<file path="src/rtl/fifo_pkg.sv">
// fifo_pkg
// Shared definitions for the single-clock FIFO slice: default geometry,
// the depth calculation and the wrapping pointer increment.
package fifo_pkg;

  localparam int DEF_DATA_W = 8;
  localparam int DEF_ADDR_W = 4;

  // Number of storage entries for a given address width.
  function automatic int unsigned fifo_depth(input int unsigned addr_w);
    return 32'd1 << addr_w;
  endfunction

  // Increment a ptr_w-bit pointer modulo 2**ptr_w. Pointers carry one bit
  // more than the RAM address, so the extra MSB toggles on every wrap.
  function automatic logic [31:0] ptr_inc(input logic [31:0] ptr,
                                          input int unsigned ptr_w);
    logic [31:0] mask;
    mask = (32'd1 << ptr_w) - 32'd1;
    return (ptr + 32'd1) & mask;
  endfunction

endpackage

</file>
<file path="src/rtl/sync_fifo_param_if.sv">
// sync_fifo_param_if
// Bundles the FIFO request/response signals.
//   master : drives wr_en, wdata, rd_en, flush, clr_err; observes the rest
//   slave  : the FIFO side; returns rdata/rvalid, level flags, count, errors
interface sync_fifo_param_if
  import fifo_pkg::*;
#(
  parameter int DATA_W = DEF_DATA_W,
  parameter int ADDR_W = DEF_ADDR_W
);

  logic              wr_en;
  logic [DATA_W-1:0] wdata;
  logic              rd_en;
  logic [DATA_W-1:0] rdata;
  logic              rvalid;
  logic              flush;
  logic              clr_err;
  logic              full;
  logic              empty;
  logic              almost_full;
  logic              almost_empty;
  logic [ADDR_W:0]   count;
  logic              overflow;
  logic              underflow;

  modport master (
    output wr_en, wdata, rd_en, flush, clr_err,
    input  rdata, rvalid, full, empty, almost_full, almost_empty,
           count, overflow, underflow
  );

  modport slave (
    input  wr_en, wdata, rd_en, flush, clr_err,
    output rdata, rvalid, full, empty, almost_full, almost_empty,
           count, overflow, underflow
  );

endinterface

</file>
<file path="src/rtl/fifo_dpram.sv">
// fifo_dpram
// Simple dual-port RAM, one write port and one registered read port.
//   clk   : single clock
//   rst_n : async active-low reset, clears only the read data register
//   we/waddr/wdata : write port
//   re/raddr/rdata : read port, rdata valid the cycle after re
module fifo_dpram
  import fifo_pkg::*;
#(
  parameter int DATA_W = DEF_DATA_W,
  parameter int ADDR_W = DEF_ADDR_W
)(
  input  logic              clk,
  input  logic              rst_n,
  input  logic              we,
  input  logic [ADDR_W-1:0] waddr,
  input  logic [DATA_W-1:0] wdata,
  input  logic              re,
  input  logic [ADDR_W-1:0] raddr,
  output logic [DATA_W-1:0] rdata
);

  localparam int DEPTH = int'(fifo_depth(ADDR_W));

  logic [DATA_W-1:0] mem [DEPTH];

  // Storage has no reset so it can map onto block RAM.
  always_ff @(posedge clk) begin
    if (we) mem[waddr] <= wdata;
  end

  // Read register holds its value whenever no read is requested.
  always_ff @(posedge clk or negedge rst_n) begin
    if (!rst_n)  rdata <= '0;
    else if (re) rdata <= mem[raddr];
  end

endmodule

</file>
<file path="src/rtl/sync_fifo_param.sv">
// sync_fifo_param
// Single-clock parametrised FIFO around fifo_dpram.
//   clk   : rising-edge clock
//   rst_n : async active-low reset
//   bus   : slave modport carrying write/read requests, flush, clr_err,
//           registered read data with rvalid pulse, level flags,
//           occupancy count and sticky overflow/underflow
module sync_fifo_param
  import fifo_pkg::*;
#(
  parameter int DATA_W    = DEF_DATA_W,
  parameter int ADDR_W    = DEF_ADDR_W,
  parameter int AFULL_TH  = 12,
  parameter int AEMPTY_TH = 2
)(
  input logic                clk,
  input logic                rst_n,
  sync_fifo_param_if.slave   bus
);

  localparam int              PTR_W    = ADDR_W + 1;
  localparam logic [PTR_W-1:0] DEPTH_C  = PTR_W'(fifo_depth(ADDR_W));
  localparam logic [PTR_W-1:0] AFULL_C  = PTR_W'(AFULL_TH);
  localparam logic [PTR_W-1:0] AEMPTY_C = PTR_W'(AEMPTY_TH);

  logic [PTR_W-1:0]  wptr, rptr, count;
  logic              rvalid_q, overflow_q, underflow_q;
  logic              full_w, empty_w, wr_acc, rd_acc;
  logic [DATA_W-1:0] rdata_q;

  // Flags come straight from the registered count.
  assign full_w  = (count == DEPTH_C);
  assign empty_w = (count == '0);

  // Flush overrides both requests so nothing touches the RAM that cycle.
  assign wr_acc = bus.wr_en & ~full_w  & ~bus.flush;
  assign rd_acc = bus.rd_en & ~empty_w & ~bus.flush;

  always_ff @(posedge clk or negedge rst_n) begin
    if (!rst_n) begin
      wptr        <= '0;
      rptr        <= '0;
      count       <= '0;
      rvalid_q    <= 1'b0;
      overflow_q  <= 1'b0;
      underflow_q <= 1'b0;
    end else if (bus.flush) begin
      wptr        <= '0;
      rptr        <= '0;
      count       <= '0;
      rvalid_q    <= 1'b0;
      overflow_q  <= 1'b0;
      underflow_q <= 1'b0;
    end else begin
      if (wr_acc) wptr <= PTR_W'(ptr_inc(32'(wptr), PTR_W));
      if (rd_acc) rptr <= PTR_W'(ptr_inc(32'(rptr), PTR_W));
      case ({wr_acc, rd_acc})
        2'b10:   count <= count + PTR_W'(1);
        2'b01:   count <= count - PTR_W'(1);
        default: count <= count;
      endcase
      rvalid_q <= rd_acc;
      // A new error event in the same cycle as clr_err keeps the flag set.
      if (bus.wr_en && full_w)      overflow_q  <= 1'b1;
      else if (bus.clr_err)         overflow_q  <= 1'b0;
      if (bus.rd_en && empty_w)     underflow_q <= 1'b1;
      else if (bus.clr_err)         underflow_q <= 1'b0;
    end
  end

  fifo_dpram #(
    .DATA_W (DATA_W),
    .ADDR_W (ADDR_W)
  ) u_ram (
    .clk   (clk),
    .rst_n (rst_n),
    .we    (wr_acc),
    .waddr (wptr[ADDR_W-1:0]),
    .wdata (bus.wdata),
    .re    (rd_acc),
    .raddr (rptr[ADDR_W-1:0]),
    .rdata (rdata_q)
  );

  assign bus.rdata        = rdata_q;
  assign bus.rvalid       = rvalid_q;
  assign bus.full         = full_w;
  assign bus.empty        = empty_w;
  assign bus.almost_full  = (count >= AFULL_C);
  assign bus.almost_empty = (count <= AEMPTY_C);
  assign bus.count        = count;
  assign bus.overflow     = overflow_q;
  assign bus.underflow    = underflow_q;

endmodule

</file>
<file path="src/flat_wrapper.sv">
// flat-port wrapper written by rule: the top's interface ports become plain ports
module sync_fifo_param_flat import fifo_pkg::*;
#(
  parameter int DATA_W    = DEF_DATA_W,
  parameter int ADDR_W    = DEF_ADDR_W,
  parameter int AFULL_TH  = 12,
  parameter int AEMPTY_TH = 2
)
  (clk, rst_n, bus_wr_en, bus_wdata, bus_rd_en, bus_flush, bus_clr_err, bus_rdata, bus_rvalid, bus_full, bus_empty, bus_almost_full, bus_almost_empty, bus_count, bus_overflow, bus_underflow);
  sync_fifo_param_if #(.DATA_W(DATA_W), .ADDR_W(ADDR_W)) bus_i ();
  input logic clk;
  input logic rst_n;
  input wire logic [$bits(bus_i.wr_en)-1:0] bus_wr_en;
  input wire logic [$bits(bus_i.wdata)-1:0] bus_wdata;
  input wire logic [$bits(bus_i.rd_en)-1:0] bus_rd_en;
  input wire logic [$bits(bus_i.flush)-1:0] bus_flush;
  input wire logic [$bits(bus_i.clr_err)-1:0] bus_clr_err;
  output wire logic [$bits(bus_i.rdata)-1:0] bus_rdata;
  output wire logic [$bits(bus_i.rvalid)-1:0] bus_rvalid;
  output wire logic [$bits(bus_i.full)-1:0] bus_full;
  output wire logic [$bits(bus_i.empty)-1:0] bus_empty;
  output wire logic [$bits(bus_i.almost_full)-1:0] bus_almost_full;
  output wire logic [$bits(bus_i.almost_empty)-1:0] bus_almost_empty;
  output wire logic [$bits(bus_i.count)-1:0] bus_count;
  output wire logic [$bits(bus_i.overflow)-1:0] bus_overflow;
  output wire logic [$bits(bus_i.underflow)-1:0] bus_underflow;
  assign bus_i.wr_en = bus_wr_en;
  assign bus_i.wdata = bus_wdata;
  assign bus_i.rd_en = bus_rd_en;
  assign bus_i.flush = bus_flush;
  assign bus_i.clr_err = bus_clr_err;
  assign bus_rdata = bus_i.rdata;
  assign bus_rvalid = bus_i.rvalid;
  assign bus_full = bus_i.full;
  assign bus_empty = bus_i.empty;
  assign bus_almost_full = bus_i.almost_full;
  assign bus_almost_empty = bus_i.almost_empty;
  assign bus_count = bus_i.count;
  assign bus_overflow = bus_i.overflow;
  assign bus_underflow = bus_i.underflow;
  sync_fifo_param #(.DATA_W(DATA_W), .ADDR_W(ADDR_W), .AFULL_TH(AFULL_TH), .AEMPTY_TH(AEMPTY_TH)) u_core (.clk(clk), .rst_n(rst_n), .bus(bus_i));
endmodule
</file>
<file path="config.mk">
export PLATFORM = sky130hd
export DESIGN_NAME = sync_fifo_param_flat
export DESIGN_NICKNAME = d
export VERILOG_FILES = /design/src/rtl/fifo_pkg.sv /design/src/rtl/sync_fifo_param_if.sv /design/src/rtl/fifo_dpram.sv /design/src/rtl/sync_fifo_param.sv /design/src/flat_wrapper.sv
export SDC_FILE = /design/constraint.sdc
export NUM_CORES = 1
export LEC_CHECK = 0
export ABC_AREA = 1
export CORE_UTILIZATION = 56
export CTS_CLUSTER_SIZE = 16
export DETAILED_ROUTE_END_ITERATION = 10
export GPL_ROUTABILITY_DRIVEN = 0
export PLACE_DENSITY = 0.72
export SKIP_CTS_REPAIR_TIMING = 1
export SLEW_MARGIN = 40
export SYNTH_ARGS = -nofsm -noshare
export SYNTH_HDL_FRONTEND = slang
export SYNTH_HIERARCHICAL = 1
export SYNTH_SLANG_ARGS = --single-unit
</file>
<file path="constraint.sdc">
create_clock -name clk -period 2.4 [get_ports clk]
set_input_delay 0.6 -clock clk [delete_from_list [all_inputs] [get_ports clk]]
set_output_delay 0.6 -clock clk [all_outputs]
set_load 0.01 [all_outputs]
</file>
**Word level (Yosys, flattened, before mapping)**

Memories as Yosys holds them, arrays and structs flattened. A register that Yosys moved wholly into a read port is not among the register bits.
Cells that the tools add are included.

- Bits in latches: 0
- ROM bits: 0
- Word-level logic and storage cells: 46
- Bits in registers: 18
- Memory bits (writable): 128
- Memories kept: 1
- Input port bits: 14

- Shift operators: 0
- Eq/ne operators: 3
- Reduce and logical (&&, ||, !) cells: 9
- Multiplexer cells: 14
- Add/subtract/negate cells: 4
- Magnitude comparators: 2
- Divide/modulo/power cells: 0
- $mul: 0
- Bitwise logic cells: 7

Memories:

| name | depth | bits a word | rd ports | clocked after Yosys merged registers in | wr ports | line | source |
|---|---|---|---|---|---|---|---|
| u_core.u_ram.mem | 16 | 8 | 1 | 1 | 1 | fifo_dpram.sv:25 | `logic [DATA_W-1:0] mem [DEPTH];` |

Operators with widths:

| cell | number |
|---|---|
| $mux 5 | 5 |
| $add 5x1->5 const B | 3 |
| $pmux 5 s2 | 1 |
| $reduce_bool 3->1 | 3 |
| $mux 1 | 8 |
| $eq 5x5->1 const B | 1 |
| $ge 5x4->1 const B | 1 |
| $le 5x2->1 const B | 1 |
| $logic_not 5->1 | 1 |
| $sub 5x1->5 const B | 1 |
| $and 1x1->1 | 4 |
| $reduce_bool 2->1 | 2 |
| $not 1->1 | 3 |
| $eq 2x1->1 const B | 1 |
| $eq 2x2->1 const B | 1 |
| $logic_and 1x1->1 | 2 |
| $logic_not 1->1 | 1 |

**Longest topological paths before layout**

Gate-level depths: netlist of run 1.

- Depth after elaboration: 7
- Gate-level depth with buffers: 15
- Depth with buffers taken out: 15

**Hierarchy**

The synthesis of run 1 kept the hierarchy.

By module, submodules not included:

| module | times used | seq. area each (um^2) | cells each | area an instance (um^2) |
|---|---|---|---|---|
| fifo_dpram | 1 | 4043.9 | 483 | 5635.4 |
| sync_fifo_param | 1 | 400.4 | 112 | 967.2 |

**Least setup slack after synthesis of run 1**

No wires, ideal clock.

- Kind: register to register
- Start point: reg u_core.count[4], in the netlist u_core/bus.count[4]
- End point: reg u_core.count[4], in the netlist u_core/bus.count[4]
- Cell stages (with the launch flop): 16
- Setup time: 116 ps
- Setup slack: 416 ps
- Arrival: 1868 ps
- Buffers on the path: 0
- Clock period less this slack: 1984 ps
- Required time: 2284 ps
- Cell sequence: dfrtp_1 > inv_2 > nand3_2 > nand2_4 > nor2_8 > nand2_4 > fa_1 > nand3b_1 > nand2_1 > nand2_1 > nand2_1 > inv_1 > nand2_1 > nand2_1 > nand2_1 > nand2_1

- Longest elaborated chain between the ends: 7

RTL lines:

| what | line | source |
|---|---|---|
| start: declaration | sync_fifo_param.sv:26 | `logic [PTR_W-1:0] wptr, rptr, count;` |
| start signal: assignment | sync_fifo_param.sv:58 | `2'b10: count <= count + PTR_W'(1);` |
| start signal: assignment | sync_fifo_param.sv:59 | `2'b01: count <= count - PTR_W'(1);` |
| start signal: assignment | sync_fifo_param.sv:60 | `default: count <= count;` |
| $logic_not 5->1 (*) | sync_fifo_param.sv:33 | `assign empty_w = (count == '0);` |
| $not 1->1 (*) | sync_fifo_param.sv:37 | `assign rd_acc = bus.rd_en & ~empty_w & ~bus.flush;` |
| $and 1x1->1 (*) (2 in a row) | sync_fifo_param.sv:37 |  |
| via u_core.rd_acc | sync_fifo_param.sv:28 | `logic full_w, empty_w, wr_acc, rd_acc;` |
| $eq 2x1->1 / $eq 2x2->1 (equally long branches) | sync_fifo_param.sv:57 | `case ({wr_acc, rd_acc})` |
| $pmux 5 s2 | sync_fifo_param.sv:57 |  |
| $mux 5 | sync_fifo_param.sv:47 | `end else if (bus.flush) begin` |

The timed path passes the listed nets; every way through them passes the cells marked *.
A chain may end at the register's enable or synchronous reset.

**Worst setup path in the final report of run 1**

- Start point: reg u_core.count[2], in the netlist u_core/bus.count[2]
- End point: out bus_full

- Longest elaborated chain between the ends: 1

RTL lines:

| what | line | source |
|---|---|---|
| $eq 5x5->1 | sync_fifo_param.sv:32 | `assign full_w = (count == DEPTH_C);` |
| end: declaration | flat_wrapper.sv:20 | `output wire logic [$bits(bus_i.full)-1:0] bus_full;` |

No other way between the ends.

==> results of run 1 <==
-- sequential cells by signal, indices dropped and copies added, names as in the netlist --
| register | flops |
|---|---|
| u_core/bus.rvalid | 1 |
| u_core/bus.overflow | 1 |
| u_core/rptr | 4 |
| u_core/bus.underflow | 1 |
| u_core/u_ram/rdata | 8 |
| u_core/bus.count | 5 |
| u_core/wptr | 4 |
| u_core/u_ram/mem | 128 |
-- cell usage in the layout, fill, tap and decap left out, drive strengths merged --
master,synthesis,routed
dfrtp,24,24
xor2,1,1
o21ai,9,9
clkdlybuf4s50,0,31
edfxtp,128,128
nor3,2,2
ha,5,5
dlymetal6s2s,0,2
bufinv,0,3
a21oi,7,7
clkinvlp,0,1
nand3,109,109
clkinv,0,8
buf,18,44
inv,22,22
o21a,1,1
a2111oi,1,1
xnor2,1,1
nand2,231,231
fa,1,1
nand3b,1,1
clkbuf,7,19
nor2,27,27
-- power by group --
part,switching [W],leakage (nW),internal [W]
clock network,0.000966,0.279,0.00160
logic,0.00160,1.39,0.00101
registers,0.000148,1.46,0.00307
-- synth_stat cells (all sizes together) --
cell type and n:
nor3 2, a2111oi 1, o21ai 9, dfrtp 24, nor2 27, nand3 109, edfxtp 128, inv 22
buf 18, xor2 1, nand2 231, ha 5, xnor2 1, o21a 1, a21oi 7, fa 1
clkbuf 7, nand3b 1
-- per-layer routing --
layer / part of all wire / vias up / GRT usage / routed length, um
li1: - / 2166 / - / -
met1: 0.43 / 2193 / 0.350 / 6220
met2: 0.48 / 146 / 0.395 / 6980
met3: 0.067 / 29 / 0.0626 / 969
met4: 0.025 / 0 / 0.106 / 367
met5: 0 / - / 0 / 0
-- cell families after synthesis --
family          count (synthesis)  synth area share
simple gates                  370             0.243
flops                         152             0.673
buf+inv                        47            0.0523
compound gates                 18            0.0163
fa+ha+maj                       6            0.0125
xor+xnor                        2           0.00265
-- metrics by stage --
step                      instances  total power [W]  setup TNS [ps]
final                           821          0.00840               0
after global routing            821          0.00885               0
after CTS                       815          0.00832            -283
after detailed placement        784          0.00574            -158
after global placement          784          0.00568           -70.5
after floorplan                 595          0.00493               0
-- worst max-delay path: cells and delay by family (launching register included) --
family                 cells  cell delay [ps]
buffers and inverters      2              620
AND/OR/NAND/NOR            2              240
flip-flops                 1              440
-- worst paths after layout --
| check | slack [ps] | endpoint | from | cells past startpoint |
|---|---|---|---|---|
| min in group asynchronous | 560 | u_core/u_ram/rdata[2]$_DFFE_PN0P_ | rst_n | 2 |
| max in group asynchronous | 1580 | u_core/bus.count[4]$_DFFE_PN0P_ | rst_n | 2 |
| max | 70 | bus_full | u_core/bus.count[2]$_DFFE_PN0P_ | 4 |
| max reg2reg | 260 | u_core/bus.count[4]$_DFFE_PN0P_ | u_core/bus.count[2]$_DFFE_PN0P_ | 16 |
| min | 480 | u_core/u_ram/rdata[2]$_DFFE_PN0P_ | u_core/u_ram/rdata[2]$_DFFE_PN0P_ | 2 |
| min reg2reg | 480 | u_core/u_ram/rdata[2]$_DFFE_PN0P_ | u_core/u_ram/rdata[2]$_DFFE_PN0P_ | 2 |
-- cell type report --
| class | count | area, sq um | area share |
|---|---|---|---|
| inverters | 22 | 85.1 | 0.0109 |
| multi-input cells | 396 | 1830 | 0.235 |
| flip-flops and latches | 152 | 4450 | 0.571 |
| repair buffers | 77 | 678 | 0.0870 |
| well taps | 143 | 179 | 0.0230 |
| clock buffers | 19 | 433 | 0.0556 |
| clock inverters | 12 | 134 | 0.0172 |
==> run_results.csv, run 1 <==
group,metric,value,unit
sta,report.final.slew_viol_count,0,
finish,flow.area_growth_from_synthesis,18.0,%
sta,fmax,430,MHz
critical_path,timing.critical_path.to_type,"output port",
clock_network,cts_num_sinks,152,
clock_network,max_buffers_root_to_sink,2,
global_routing,grt_pass1_vias,4450,
placement,post_dp_cell_area,7150,sq um
critical_path,cpMaxStageDelayCell,"clkdlybuf4s50_1",
sta,setup_viol,0,
drt,final_routed_wirelength,14500,um
die,design.portCount,34,
critical_path,cp.required,1800,ps
placement,hpwlAfterDp,9070,um
synth,ys_seq_area_frac,0.673,
drt,ant_nets,0,
sta,clock-skew-final,10.9,ps
global_routing,largest_net_degree_at_the_start_of_global_routing,69,
die,core_box_area,11500,sq um
placement,numPortBuffers,33,
synth,count_of_cell_types_in_the_netlist,29,
drt,drc_errors,0,
synth,synth_top_area_cell,"edfxtp_1",
sta,worstMarginPinSlew,760,ps
sta,report.final.hold_viol_count,0,
synth,ys.warnings.count,6,
sta,finalCritPeriodShare,0.969,
outcome,status,"complete, no violations",
finish,final_nets,686,
finish,final_layout_size_suffix_gt1_frac,0.145,
clock_network,tritoncts.num_buffers,17,
clock_network,clock_tree_root_buffer_cell,"clkbuf_16",
die,floorplan.rows,39,
synth,synthesis.instances,595,
global_routing,grt_overflow_total,0,
sta,setup_ws,74.9,ps
synth,ys_ff_latch,152,
sta,rsz_0062_raised_after_global_routing,"no",
sta,worst_slew_margin_rel,0.492,
flow_run,cap_viol_max_count,0,
synth,netlist_top_cells_area,"edfxtp_1 (58%), nand2_1 (13%), dfrtp_1 (9.1%), nand3_1 (8.0%), buf_6 (1.5%)",
clock_network,cts_tree,"done",
clock_network,cts.htree.levels,4,
synth,post-synth-top-area-fraction,0.582,
synth,syn-cell-area,6600,sq um
global_routing,grt_first_pass_wirelength,23400,um
worst_hold_path,worstHoldPathType,"reg2reg",
placement,placement.setup.worst_slack,-158,ps
drt,detail_route.first_pass.iterations,7,
drt,drtIter0Drc,320,
power_and_ir_drop,power_leakage,3.13,nW
finish,fin_util,0.680,
critical_path,critPathMaxStageDelay,530,ps
die,floorplan.die.width,111,um
die,fp.dieH,111,um
drt,vias,4534,
critical_path,worst-endpoint-arrival,1730,ps
critical_path,worstPathCellList,"nor2_4, nand3_2, inv_1, clkdlybuf4s50_1",
synth,postSynthNetCount,615,
power_and_ir_drop,p_per_area,1080,nW/um^2
die,fp.dieArea,12200,sq um
clock_network,clock_transition_at_path_regs,60,ps
synth,post_synth.cell_area_avg,11.1,sq um
clock_network,worstSkewPairLatency,430,ps
critical_path,worst_setup_path_start_kind,"flop",
critical_path,critical_path_peak_fanout,5,
critical_path,timing_worst_setup_path_type,"reg2out",
power_and_ir_drop,irDropWorstVdd,0.834,mV
global_routing,antenna_found_initial,0,
global_routing,grt_usage,0.256,
sta,finalWorstPathRequiredPeriod,2330,ps
sta,final_hold_slack,484,ps
finish,n_antenna_cell,0,
drt,number_of_vias_per_cell,5.52,
finish,layout.filler_cells,821,
drt,route.detailed.wl_per_inst,17.7,um
die,initial_utilization,0.576,
finish,stdcell_area,7790,sq um
(Power assumes the default switching activity.)
==> run 2: changes to the inputs <==
Settings changed: SYNTH_HIERARCHICAL 1 to not set.
==> run 2 against run 1 <==
Against the previous run:
- count of clock-buffer cells in the layout is 1 higher
- critical endpoint is now bus_almost_full
- critical path type unchanged
- fmax is 6.5% higher
- first-iteration DRC count is 23% higher
- synthesized cell count is 14% lower
- highest routed layer unchanged
- core utilization is 1.8 points higher
- sequential power is 2% lower
- die area is 4.1% lower
==> run_results.csv, run 2 <==
group,metric,value,unit
synth,ys.warnings.count,0,
sta,rsz_0062_raised_after_global_routing,"no",
critical_path,timing.critical_path.to_type,"output port",
finish,multiInputGateArea,1680,sq um
synth,synth_top_area_cell,"edfxtp_1",
finish,final_nets,594,
drt,vias,4383,
synth,top_cell_types_by_occurrence_after_synthesis,"edfxtp_1 (128), nor2_1 (80), o21ai_0 (62)",
synth,count_of_cell_types_in_the_netlist,33,
placement,placement.setup.worst_slack,69.7,ps
global_routing,largest_net_degree_at_the_start_of_global_routing,67,
finish,final_layout_size_suffix_gt1_frac,0.155,
synth,ys_ff_latch,152,
clock_network,worstSkewPairLatency,420,ps
finish,n_antenna_cell,0,
drt,ant_nets,0,
synth,netlist_top_cells_area,"edfxtp_1 (61%), dfrtp_1 (9.5%), o21ai_0 (4.9%), nor2_1 (4.7%), o221ai_1 (2.9%)",
finish,top_regs,"u_core.u_ram.mem x128, u_core.u_ram.rdata x8, u_core.bus.count x5",
synth,ys_seq_area_frac,0.702,
die,core_box_area,10900,sq um
finish,largest_register_ffs,128,
drt,detail_route.first_pass.iterations,5,
outcome,status,"complete, no violations",
drt,route.detailed.wl_per_inst,19.8,um
finish,registers.top_by_ff_count,"u_core.u_ram.mem",
synth,post_synth.cell_area_avg,12.4,sq um
power_and_ir_drop,p_per_area,1040,nW/um^2
sta,clock-skew-final,7.20,ps
critical_path,worst_setup_path_start_kind,"flop",
critical_path,critical_path_peak_fanout,4,
synth,synth.most_common_cell,"edfxtp_1",
sta,worst_slew_margin_rel,0.596,
clock_network,cts_tree,"done",
global_routing,grt_pass1_vias,4324,
power_and_ir_drop,power_leakage,2.74,nW
synth,synthesis.instances,512,
clock_network,clock_tree_root_buffer_cell,"clkbuf_16",
power_and_ir_drop,irDropWorstVdd,1.07,mV
synth,ys.flop_type,"edfxtp_1",
critical_path,timing_worst_setup_path_type,"reg2out",
global_routing,grt_usage,0.266,
sta,fin_setup_tns,0,ps
worst_hold_path,hold_path_startpoint,"u_core.u_ram.rdata[7]$_DFFE_PN0P_",
die,fp.dieH,108,um
critical_path,worst-endpoint-arrival,1580,ps
synth,postSynthNetCount,533,
synth,post-synth-top-area-fraction,0.607,
global_routing,grt_first_pass_wirelength,22400,um
finish,flow.area_growth_from_synthesis,20.6,%
die,initial_utilization,0.579,
placement,numPortBuffers,33,
critical_path,setup.worst_path.start,"u_core.bus.count[2]$_DFFE_PN0P_",
sta,setup_viol,0,
clock_network,max_buffers_root_to_sink,2,
finish,most-common-layout-cells,"edfxtp_1 (128), nor2_1 (80), o21ai_0 (62)",
clock_network,clock_transition_at_path_regs,60,ps
synth,synth_enable_flop_cells,128,
synth,syn-cell-area,6330,sq um
global_routing,antenna_found_initial,0,
finish,fin_util,0.698,
clock_network,cts_num_sinks,152,
die,design.portCount,34,
sta,finalCritPeriodShare,0.910,
clock_network,tritoncts.num_buffers,17,
worst_hold_path,worstHoldPathType,"reg2reg",
die,fp.dieArea,11700,sq um
sta,fmax,458,MHz
global_routing,grt_overflow_total,0,
drt,drtIter0Drc,394,
finish,layout.filler_cells,747,
die,floorplan.rows,38,
sta,report.final.hold_viol_count,0,
finish,mostFrequentLayoutCell,"edfxtp_1",
sta,setup_ws,216,ps
synth,postSynth.asyncResetShare,0.158,
sta,report.final.slew_viol_count,0,
critical_path,worst_r2r_start,"u_core.rptr[0]$_DFFE_PN0P_",
drt,number_of_vias_per_cell,6.04,
clock_network,cts.htree.levels,4,
critical_path,cp.required,1800,ps
sta,finalWorstPathRequiredPeriod,2180,ps
drt,drc_errors,0,
flow_run,cap_viol_max_count,0,
sta,worstMarginPinSlew,604,ps
drt,final_routed_wirelength,14300,um
die,floorplan.die.width,108,um
placement,hpwlAfterDp,9050,um
finish,seq_area,4450,sq um
run 2: layout make-up:
class                   instances  share of cell area
flip-flops and latches        152               0.583
multi-input cells             308               0.221
repair buffers                 69              0.0813
clock buffers                  20              0.0599
well taps                     140              0.0230
clock inverters                12              0.0195
inverters                      25              0.0126
run 2: final timing paths:
check                      slack (ps)  cells after the start                                 to
setup / recovery                  220                      4                    bus_almost_full
hold / removal                    490                      1  u_core.u_ram.rdata[7]$_DFFE_PN0P_
setup reg to reg                  420                      7  u_core.u_ram.rdata[4]$_DFFE_PN0P_
hold reg to reg                   490                      1  u_core.u_ram.rdata[7]$_DFFE_PN0P_
max in group asynchronous        1580                      2         u_core.rptr[0]$_DFFE_PN0P_
min in group asynchronous         570                      2    u_core.bus.count[1]$_DFFE_PN0P_
run 2: metrics by stage:
step / power (W) / hold WS, ps / area, sq um / instances
floorplan: 0.00444 / 304 / 6330 / 512
global placement: 0.00519 / 472 / 6990 / 692
detailed placement: 0.00527 / 481 / 6990 / 692
CTS: 0.00794 / 495 / 7590 / 724
global route: 0.00832 / 504 / 7630 / 726
finish: 0.00796 / 488 / 7630 / 726
run 2: metal layers:
metal | up-vias | track usage | share of wire
li1 | 2001 | - | -
met1 | 2104 | 0.341 | 0.41
met2 | 238 | 0.424 | 0.48
met3 | 40 | 0.0693 | 0.087
met4 | 0 | 0.131 | 0.028
met5 | - | 0 | 0
run 2: cell families after synthesis:
| family | share of synthesized area |
|---|---|
| AOI/OAI and AO/OA | 0.129 |
| xor gates and xnor gates | 0.00277 |
| adders and majority gates | 0.0138 |
| buffers and inverters | 0.0338 |
| DFF | 0.702 |
| and+or+nand+nor | 0.118 |
run 2: power by group:
group	internal, W	total [W]	switching [W]
clock	0.00169	0.00270	0.00102
sequential	0.00303	0.00314	0.000112
combinational	0.000843	0.00212	0.00127
total	0.00556	0.00796	0.00240
run 2: worst max-delay path, cell delays in order, from the launching register on:
cell             delay, ps
dfrtp_2                420
buf_4                  130
nand2_1                 40
nand2_1                 50
clkdlybuf4s50_1        530
==> run 3: changes to the inputs <==
Settings changed: PLACE_DENSITY 0.72 to 0.77.
==> run 3 against run 2 <==
Against the previous run:
- die area did not move
- worst setup slack got worse by 91 ps
- critical path depth fell by 1
- clock skew barely moved
- global-route usage rose by 0.17 points
- sequential power barely moved
- flip-flop and latch count did not move
- critical endpoint unchanged
- largest cell class unchanged
==> run_results.csv, run 3 (synthesis gave the netlist of run 2 again) <==
group,metric,value,unit
die,fp.dieArea,11700,sq um
flow_run,cap_viol_max_count,0,
outcome,status,"complete, no violations",
clock_network,clock_transition_at_path_regs,60,ps
finish,n_antenna_cell,0,
finish,fin_util,0.701,
sta,setup_viol,0,
global_routing,globalRoute.busiestLayer,"met2",
power_and_ir_drop,power_report.internal_total,0.00559,W
clock_network,worstSkewPairLatency,420,ps
critical_path,critical_path_peak_fanout,5,
clock_network,cts_num_sinks,152,
power_and_ir_drop,irDropWorstVdd,0.546,mV
sta,clock-skew-final,6.92,ps
finish,largest_register_ffs,128,
clock_network,tritoncts.num_buffers,17,
global_routing,antenna_found_initial,0,
clock_network,cts.htree.levels,4,
global_routing,globalRouteMet2Util,0.455,
critical_path,ff2ff_path_depth,15,
drt,vias,4334,
power_and_ir_drop,p_per_area,1050,nW/um^2
critical_path,worst_setup_path_start_kind,"flop",
power_and_ir_drop,p_seq_frac,0.394,
critical_path,setup.reg_to_reg.worst_slack,400,ps
worst_hold_path,worstHoldPathType,"reg2reg",
finish,mostFrequentLayoutCell,"edfxtp_1",
worst_hold_path,hold-path-cell-count,1,
die,fp.dieH,108,um
critical_path,worst_r2r_start,"u_core.bus.count[3]$_DFFE_PN0P_",
placement,numPortBuffers,33,
sta,worst_slew_margin_rel,0.588,
global_routing,grt_pass1_vias,4256,
power_and_ir_drop,power.combinational.fraction,0.259,
placement,post_dp_cell_area,7000,sq um
worst_hold_path,hold_path_startpoint,"u_core.u_ram.rdata[4]$_DFFE_PN0P_",
sta,report.final.hold_viol_count,0,
die,design.portCount,34,
finish,registers.top_by_ff_count,"u_core.u_ram.mem",
sta,fmax,440,MHz
drt,number_of_vias_per_cell,5.97,
drt,drtIter0Drc,297,
sta,rsz_0062_raised_after_global_routing,"no",
drt,drc_errors,0,
critical_path,timing_worst_setup_path_type,"reg2out",
sta,report.final.slew_viol_count,0,
power_and_ir_drop,switching_share,0.303,
finish,flow.area_growth_from_synthesis,21.1,%
critical_path,timing.rr.end,"u_core.bus.count[4]$_DFFE_PN0P_",
global_routing,grt_usage,0.268,
global_routing,grt_first_pass_wirelength,22400,um
sta,worstMarginPinSlew,615,ps
global_routing,grt_overflow_total,0,
finish,stdcell_area,7660,sq um
die,floorplan.rows,38,
drt,detail_route.first_pass.iterations,5,
global_routing,global_route.usage.met1,0.337,
critical_path,cp.required,1800,ps
drt,final_routed_wirelength,14600,um
die,initial_utilization,0.579,
sta,final_hold_slack,496,ps
clock_network,max_buffers_root_to_sink,2,
die,floorplan.die.width,108,um
power_and_ir_drop,total_switching_power,0.00243,W
global_routing,largest_net_degree_at_the_start_of_global_routing,67,
finish,most-common-layout-cells,"edfxtp_1 (128), nor2_1 (80), o21ai_0 (62)",
critical_path,timing.critical_path.to_type,"output port",
clock_network,clock_tree_root_buffer_cell,"clkbuf_16",
drt,route.detailed.wl_per_inst,20.0,um
placement,hpwlAfterDp,9230,um
finish,final_layout_size_suffix_gt1_frac,0.155,
die,core_box_area,10900,sq um
power_and_ir_drop,power_leakage,2.77,nW
finish,top_regs,"u_core.u_ram.mem x128, u_core.u_ram.rdata x8, u_core.bus.count x5",
clock_network,cts_tree,"done",
finish,final_nets,594,
sta,finalCritPeriodShare,0.948,
global_routing,groute.layer.met3.usage,0.0663,
worst_hold_path,worst_hold_path.endpoint,"u_core.u_ram.rdata[4]$_DFFE_PN0P_",
power_and_ir_drop,clock_power_share,0.347,
drt,ant_nets,0,
critical_path,worst-endpoint-arrival,1670,ps
sta,finalWorstPathRequiredPeriod,2270,ps
run 3: cell types whose count changed in the layout (fill, tap and decap cells not counted), sizes merged:
cell / previous run / this run
inv: 26 / 27
clkbuf: 20 / 24
clkinvlp: 3 / 1
bufinv: 3 / 2
clkinv: 5 / 3
run 3: how the worst max path moves through the flow:
stage / from / to / slack [ps] / cells past startpoint
after floorplan: bus_flush / u_core.u_ram.mem[15][0]$_DFFE_PP_ / 560 / 3
after CTS: u_core.bus.count[1]$_DFFE_PN0P_ / bus_empty / -120 / 4
after global placement: bus_rd_en / u_core.bus.count[4]$_DFFE_PN0P_ / 90 / 13
after detailed placement: bus_rd_en / u_core.bus.count[4]$_DFFE_PN0P_ / 8 / 13
final: u_core.bus.count[4]$_DFFE_PN0P_ / bus_almost_full / 130 / 3
after global routing: u_core.bus.count[4]$_DFFE_PN0P_ / bus_almost_full / 30 / 3
run 3: layout make-up:
| class | count | area, sq um |
|---|---|---|
| repair buffers | 69 | 621 |
| well taps | 140 | 175 |
| inverters | 25 | 96.3 |
| clock buffers | 24 | 536 |
| fillers | 729 | 3270 |
| multi-input cells | 308 | 1680 |
| flip-flops and latches | 152 | 4450 |
| clock inverters | 8 | 103 |
run 3: power by group through the flow:
stage                     registers (W)  logic (W)  clock network [W]
after floorplan                 0.00324    0.00120                  0
after global placement          0.00320    0.00196                  0
after detailed placement        0.00320    0.00203                  0
after CTS                       0.00315    0.00205            0.00280
after global routing            0.00318    0.00225            0.00292
final                           0.00316    0.00207            0.00279
run 3: metal layers:
| metal | wire (um) | up-vias |
|---|---|---|
| li1 | - | 1996 |
| met1 | 5810 | 2122 |
| met2 | 7540 | 185 |
| met3 | 922 | 31 |
| met4 | 274 | 0 |
| met5 | 0 | - |
run 3: worst max-delay path: stages, from the launching register on:
cell and delay, ps:
dfrtp_1 460, inv_1 150, nand2_1 110, clkdlybuf4s50_1 530
run 3: stage by stage:
stage	setup TNS, ps	cells	total power [W]	setup WS, ps
floorplan	0	512	0.00444	559
global placement	0	694	0.00515	91.3
detailed placement	0	694	0.00523	7.95
CTS	-238	726	0.00801	-120
global route	0	726	0.00835	30.7
finish	0	726	0.00802	125
